File: src/rtl/serial_word_transmitter.sv
// Parallel-in, serial-out framed transmitter: start bit, LSB-first data,
// optional parity, stop bit. One word is captured per start/ready handshake.
module serial_word_transmitter #(
  parameter int Word_Length   = 8,
  parameter int Clks_Per_Bit  = 4,
  parameter bit Parity_Enable = 1'b1,
  parameter bit Parity_Odd    = 1'b0
) (
  input  logic                   clk,
  input  logic                   reset,
  input  logic                   start,
  input  logic [Word_Length-1:0] Data_Input,
  output logic                   ready,
  output logic                   busy,
  output logic                   tx,
  output logic                   done
);

  localparam int DIV_W = $clog2(Clks_Per_Bit) + 1;
  localparam int BIT_W = $clog2(Word_Length) + 1;
  localparam logic [DIV_W-1:0] DIV_LAST = DIV_W'(Clks_Per_Bit - 1);
  localparam logic [BIT_W-1:0] BIT_LAST = BIT_W'(Word_Length - 1);

  typedef enum logic [2:0] {IDLE, START, DATA, PARITY, STOP} state_t;

  state_t                 r_state;
  logic [DIV_W-1:0]       r_div;
  logic [BIT_W-1:0]       r_bit;
  logic [Word_Length-1:0] r_shift;
  logic                   r_par;
  logic                   r_tx;
  logic                   r_ready;
  logic                   r_done;

  logic [Word_Length-1:0] w_shift_next;
  logic                   w_bit_end;

  assign w_shift_next = r_shift >> 1;
  assign w_bit_end    = (r_div == DIV_LAST);

  // tx is registered one bit ahead: each transition loads the level of the
  // bit being entered, so the line changes exactly on the bit boundary.
  always_ff @(posedge clk or negedge reset) begin
    if (!reset) begin
      r_state <= IDLE;
      r_div   <= '0;
      r_bit   <= '0;
      r_shift <= '0;
      r_par   <= 1'b0;
      r_tx    <= 1'b1;
      r_ready <= 1'b1;
      r_done  <= 1'b0;
    end else begin
      r_done <= 1'b0;
      if (r_state != IDLE) begin
        r_div <= w_bit_end ? '0 : r_div + 1'b1;
      end
      unique case (r_state)
        IDLE: begin
          if (start) begin
            r_shift <= Data_Input;
            r_par   <= (^Data_Input) ^ Parity_Odd;
            r_div   <= '0;
            r_bit   <= '0;
            r_tx    <= 1'b0;
            r_ready <= 1'b0;
            r_state <= START;
          end
        end
        START: begin
          if (w_bit_end) begin
            r_tx    <= r_shift[0];
            r_state <= DATA;
          end
        end
        DATA: begin
          if (w_bit_end) begin
            if (r_bit == BIT_LAST) begin
              r_bit <= '0;
              if (Parity_Enable) begin
                r_tx    <= r_par;
                r_state <= PARITY;
              end else begin
                r_tx    <= 1'b1;
                r_state <= STOP;
              end
            end else begin
              r_shift <= w_shift_next;
              r_tx    <= w_shift_next[0];
              r_bit   <= r_bit + 1'b1;
            end
          end
        end
        PARITY: begin
          if (w_bit_end) begin
            r_tx    <= 1'b1;
            r_state <= STOP;
          end
        end
        STOP: begin
          if (w_bit_end) begin
            r_ready <= 1'b1;
            r_done  <= 1'b1;
            r_state <= IDLE;
          end
        end
        default: r_state <= IDLE;
      endcase
    end
  end

  assign tx    = r_tx;
  assign ready = r_ready;
  assign busy  = ~r_ready;
  assign done  = r_done;

endmodule

File: config.mk
export PLATFORM = sky130hd
export DESIGN_NAME = serial_word_transmitter
export DESIGN_NICKNAME = d
export VERILOG_FILES = /design/src/rtl/serial_word_transmitter.sv
export SDC_FILE = /design/constraint.sdc
export NUM_CORES = 1
export LEC_CHECK = 0
export CAP_MARGIN = 20
export CORE_ASPECT_RATIO = 1.4
export CORE_MARGIN = 4
export CORE_UTILIZATION = 48
export DETAILED_ROUTE_END_ITERATION = 8
export PLACE_DENSITY_LB_ADDON = 0.1
export SYNTH_ARGS = -nofsm -noshare
export SYNTH_HDL_FRONTEND = slang
export SYNTH_SLANG_ARGS = --single-unit
File: constraint.sdc
create_clock -name clk -period 1.5 [get_ports clk]
set_input_delay 0.3 -clock clk [delete_from_list [all_inputs] [get_ports clk]]
set_output_delay 0.3 -clock clk [all_outputs]
set_load 0.02 [all_outputs]
### Word level (Yosys, flattened, before mapping)

Cells that the tools add are included.

* register bits: 22
* latch bits: 0
* bits in writable memories: 0
* memory bits (read-only): 0
* input bits: 11
* output and inout bits: 4
* word-level logic and storage cells: 64
* memories kept: 0

* add/sub/neg operators: 2
* multiply operators: 0
* div/mod/pow operators: 0
* $lt $le $gt $ge: 0
* equality and inequality tests: 13
* shift operators: 0
* mux-type cells: 28
* bitwise operators: 1
* reduce and logical (&&, ||, !) cells: 12

Operators with widths (count)
* $mux 3: 10
* $mux 8: 3
* $pmux 8 s2: 1
* $pmux 3 s5: 1
* $ne 2x2->1 const B: 7
* $mux 4: 3
* $eq 3x2->1 const B: 3
* $pmux 4 s2: 1
* $reduce_xor 8->1: 1
* $mux 1: 7
* $reduce_and 3->1: 2
* $reduce_and 6->1: 1
* $reduce_and 5->1: 1
* $add 4x1->4 const B: 1
* $eq 4x3->1 const B: 1
* $pmux 1 s4: 1
* $reduce_and 4->1: 1
* $reduce_bool 2->1: 2
* $reduce_bool 4->1: 1
* $add 3x1->3 const B: 1
* $eq 3x1->1 const B: 1
* $eq 3x3->1 const B: 1
* $logic_not 3->1: 1
* $reduce_bool 3->1: 1
* other kinds (3): 3

### Longest topological paths before layout

* depth after elaboration: 5
* mapped depth: 7
* gate-level depth less buffers: 5

### Worst setup path before layout

OpenSTA, ideal clock, no wires.

* path kind: register to register
* start: register r_div[0]
* end: register r_shift[0]
* library setup time: 0.128 ns
* arrival time: 1.419 ns
* required time: 1.372 ns
* setup slack: -0.047 ns
* stages on the path, launching flop included: 7
* path buffers: 2
* clock period less this slack: 1.547 ns
* path through: dfrtp_1 -> ha_1 -> nor2b_1 -> clkbuf_1 -> a41oi_2 -> buf_2 -> o21ai_0

* word-level cells in the longest chain between the ends: 3

Ends and longest elaborated chain
* start, declared: RTL line 27 `logic [DIV_W-1:0] r_div;`
* start signal, assigned: RTL line 56 `r_div <= w_bit_end ? '0 : r_div + 1'b1;`
* $eq 3x2->1: RTL line 39 `assign w_bit_end = (r_div == DIV_LAST);`
* $ne 2x2->1 (no source line)
* $reduce_and 4->1 (no source line)
* end signal, assigned: RTL line 61 `r_shift <= Data_Input;`
* end signal, assigned: RTL line 88 `r_shift <= w_shift_next;`
* end, declared: RTL line 29 `logic [Word_Length-1:0] r_shift;`

Every way passes these cells.
A chain may end at the register's enable or synchronous reset.

### Final worst setup path

* start: register r_bit[0]
* end: register r_tx, in the netlist tx

* word-level cells in the longest chain between the ends: 4

Ends and longest elaborated chain
* start, declared: RTL line 28 `logic [BIT_W-1:0] r_bit;`
* start signal, assigned: RTL line 90 `r_bit <= r_bit + 1'b1;`
* $eq 4x3->1: RTL line 78 `if (r_bit == BIT_LAST) begin`
* $mux 1: RTL line 78
* $mux 1: RTL line 77 `if (w_bit_end) begin`
* $pmux 1 s4: RTL line 58 `unique case (r_state)`
* end signal, assigned: RTL line 72 `r_tx <= r_shift[0];`
* end signal, assigned: RTL line 81 `r_tx <= r_par;`
* end signal, assigned: RTL line 89 `r_tx <= w_shift_next[0];`
* end, declared: RTL line 31 `logic r_tx;`

Every way passes these cells. The select of a mux whose other input is x is not followed.

==> flow_summary.ini <==
[setup_path]
path_buf_inv = 0
r2r_cells = 5
r2r-end = tx
reg2reg_slack_ns = 0.04
cp_top_family = compound AO/OA/AOI/OAI gates
crit_slowest_cell = dfrtp_1
cp.arrival_ns = 1.70
cp-start-kind = flip-flop
cp_data_required_time_ns = 1.74
crit_fanout = 3
crit_chain = ha_2, and3b_1, mux2i_1, o22a_1, o32ai_2
cpPeakStageDelay_ns = 0.40
r2r_start = r_bit[0]
worstSetupEndpointType = flip-flop
critical_path_class = reg2reg

[floorplanning]
die_x_um = 49.7
core-area_um2 = 2250
rows = 20
initial_utilization = 0.519
die_area_um2 = 3300
die_y_um = 66.4
pin_count = 15

[placed_design]
portBuffers = 14
dp_cells = 172
dp_hpwl_um = 1920
finalWeightedCongestion = 0.748
dpl_cell_area_um2 = 1480

[pwr]
p_per_area_nw_per_um2 = 1720
ir_drop_mv = 1.03
power.leakage_nw = 0.710

[logic_synthesis]
synth_area_um2 = 1170
synth.most_common_cell = dfrtp_1
synth-edff-count = 0
yosysUniqueCellTypes = 32
synth_top_area_cell = dfrtp_1
netlist.area_leader.share = 0.428
syn_avg_cell_area_um2 = 9.83
synthArstFlopShare = 1.00
synth_nets = 132
yosys_warnings = 0
synthTopCellsByCount = dfrtp_1 (20), nand2_1 (15), o21ai_0 (14), nor2_1 (11), mux2i_1 (8)
synthTopCellsByArea = dfrtp_1 (43%), mux2i_1 (6.8%), o21ai_0 (6.0%), xnor2_1 (5.2%), nand2_1 (4.8%)
ys_ff_latch = 22
yosysSeqAreaShare = 0.473
netlist_instances = 119
synth_ff_type = dfrtp_1

[cells_and_area]
drive_above_1_share = 0.271
finalNetCount = 169
diodes = 0
seqCellArea_um2 = 553
fill_cells = 184
final_cell_area_um2 = 1560
area_growth_pct = 33.3
multi_input_area_um2 = 621
instances_no_fill = 177
fin_util = 0.692

[status]
status = finished clean

[drt]
drtPass1Iterations = 4
drtAntennaViolNets = 0
drt_iter0_drc = 13
drc = 0
via_per_inst = 5.51
route.vias.total = 975
wl_per_cell_um = 14.0
drt_wl_total_um = 2480

[timing]
rsz0062_at_grt = true
min_period_ns = 1.46
fin_skew_ns = 0.00343
max_freq_mhz = 684
maxSlewViolCount = 0
setup_viol = 0
finalHoldViolCount = 0
maxSlewHeadroom = 0.762
tightest_slew_ns = 0.355
whs_ns = 0.306
period_share = 0.974

[grt]
grt_pass1_wl_um = 4510
grt_use_total = 0.183
antenna_found_initial = 0
grt_max_degree = 23
grt_remaining_overflow = 0
grt_pass1_vias = 1067

[clocking]
cts-buffers-inserted = 3
clock_latency_ns = 0.32
clkSlewWorstSetupHoldPaths_ns = 0.12
clock-root-buffer = clkbuf_4
cts.path.max_buffers = 2
cts_tree = yes
hold_buffers = 0
clock_sinks = 22
clock_tree.htree_level_count = 1

[run]
maxCapViolations = 0

[hold_path]
worstHoldPathType = in2async
repair_timing:
| action | CTS | global route |
|---|---|---|
| buffers inserted | 0 | 1 |
| resized for setup | 13 | 13 |
| pin swaps | 0 | 2 |
| endpoints found under the setup margin | 8 | 15 |
| endpoints found under the hold margin | 0 | 0 |
placed cells by master (no fill, tap or decap), types with 2 or more instances in the layout:
master	netlist	layout
buf_4	1	21
dfrtp_1	20	20
nand2_1	15	15
nor2_1	11	11
o21ai_0	14	10
clkdlybuf4s50_1	0	10
mux2i_1	8	8
xnor2_1	7	7
o21ai_1	2	5
a21oi_1	4	4
nand3b_1	3	3
inv_1	3	3
nand3_1	3	3
clkbuf_4	0	3
nand2b_1	2	2
o31ai_1	2	2
and3b_1	2	2
ha_2	0	2
buf_6	0	2
dfstp_2	2	2
flip-flops by register name, summed over array words and instances (netlist names):
name,cells
r_bit,4
ready,1
tx,1
r_state,3
done,1
r_shift,8
r_par,1
r_div,3
metrics by stage:
step | power, mW | TNS [ns] | setup slack [ns]
global placement | 2.23 | -0.927 | -0.166
CTS | 2.64 | 0 | 0.0117
finish | 2.68 | 0 | 0.0388
global route | 2.92 | -0.0288 | -0.0288
floorplan | 1.74 | 0 | 0.0121
detailed placement | 2.27 | -1.39 | -0.247
worst max-delay path by stage:
stage               startpoint    endpoint  slack [ns]  depth (start not counted)
finish                r_bit[0]          tx        0.04                          5
CTS                      ready        busy        0.01                          2
floorplan             r_div[0]  r_shift[0]        0.01                          6
detailed placement       start    r_bit[3]       -0.25                          6
global route          r_bit[0]          tx       -0.03                          5
global placement         start    r_bit[3]       -0.17                          6
where the power goes:
group	internal, mW	switching, mW
clock	0.149	0.191
sequential	0.814	0.134
combinational	0.700	0.694
total	1.66	1.02
layout make-up:
class | instances | area share
multi-input combinational | 89 | 0.398
sequential | 22 | 0.355
timing repair buffer | 37 | 0.199
clock buffer | 4 | 0.0233
tap | 22 | 0.0177
inverter | 3 | 0.00722
per-layer routing:
| metal | GRT usage | part of all wire |
|---|---|---|
| met4 | 0.114 | 0.025 |
| met1 | 0.184 | 0.39 |
| met2 | 0.344 | 0.54 |
| met3 | 0.0271 | 0.043 |
| met5 | 0 | 0 |
kinds of logic after synthesis:
family,synth area share
compound gates,0.140
mux,0.0685
fa+ha+maj,0.0214
flops,0.473
buf+inv,0.0321
xor+xnor,0.0599
simple gates,0.205
Power figures use the tool's default switching activity.
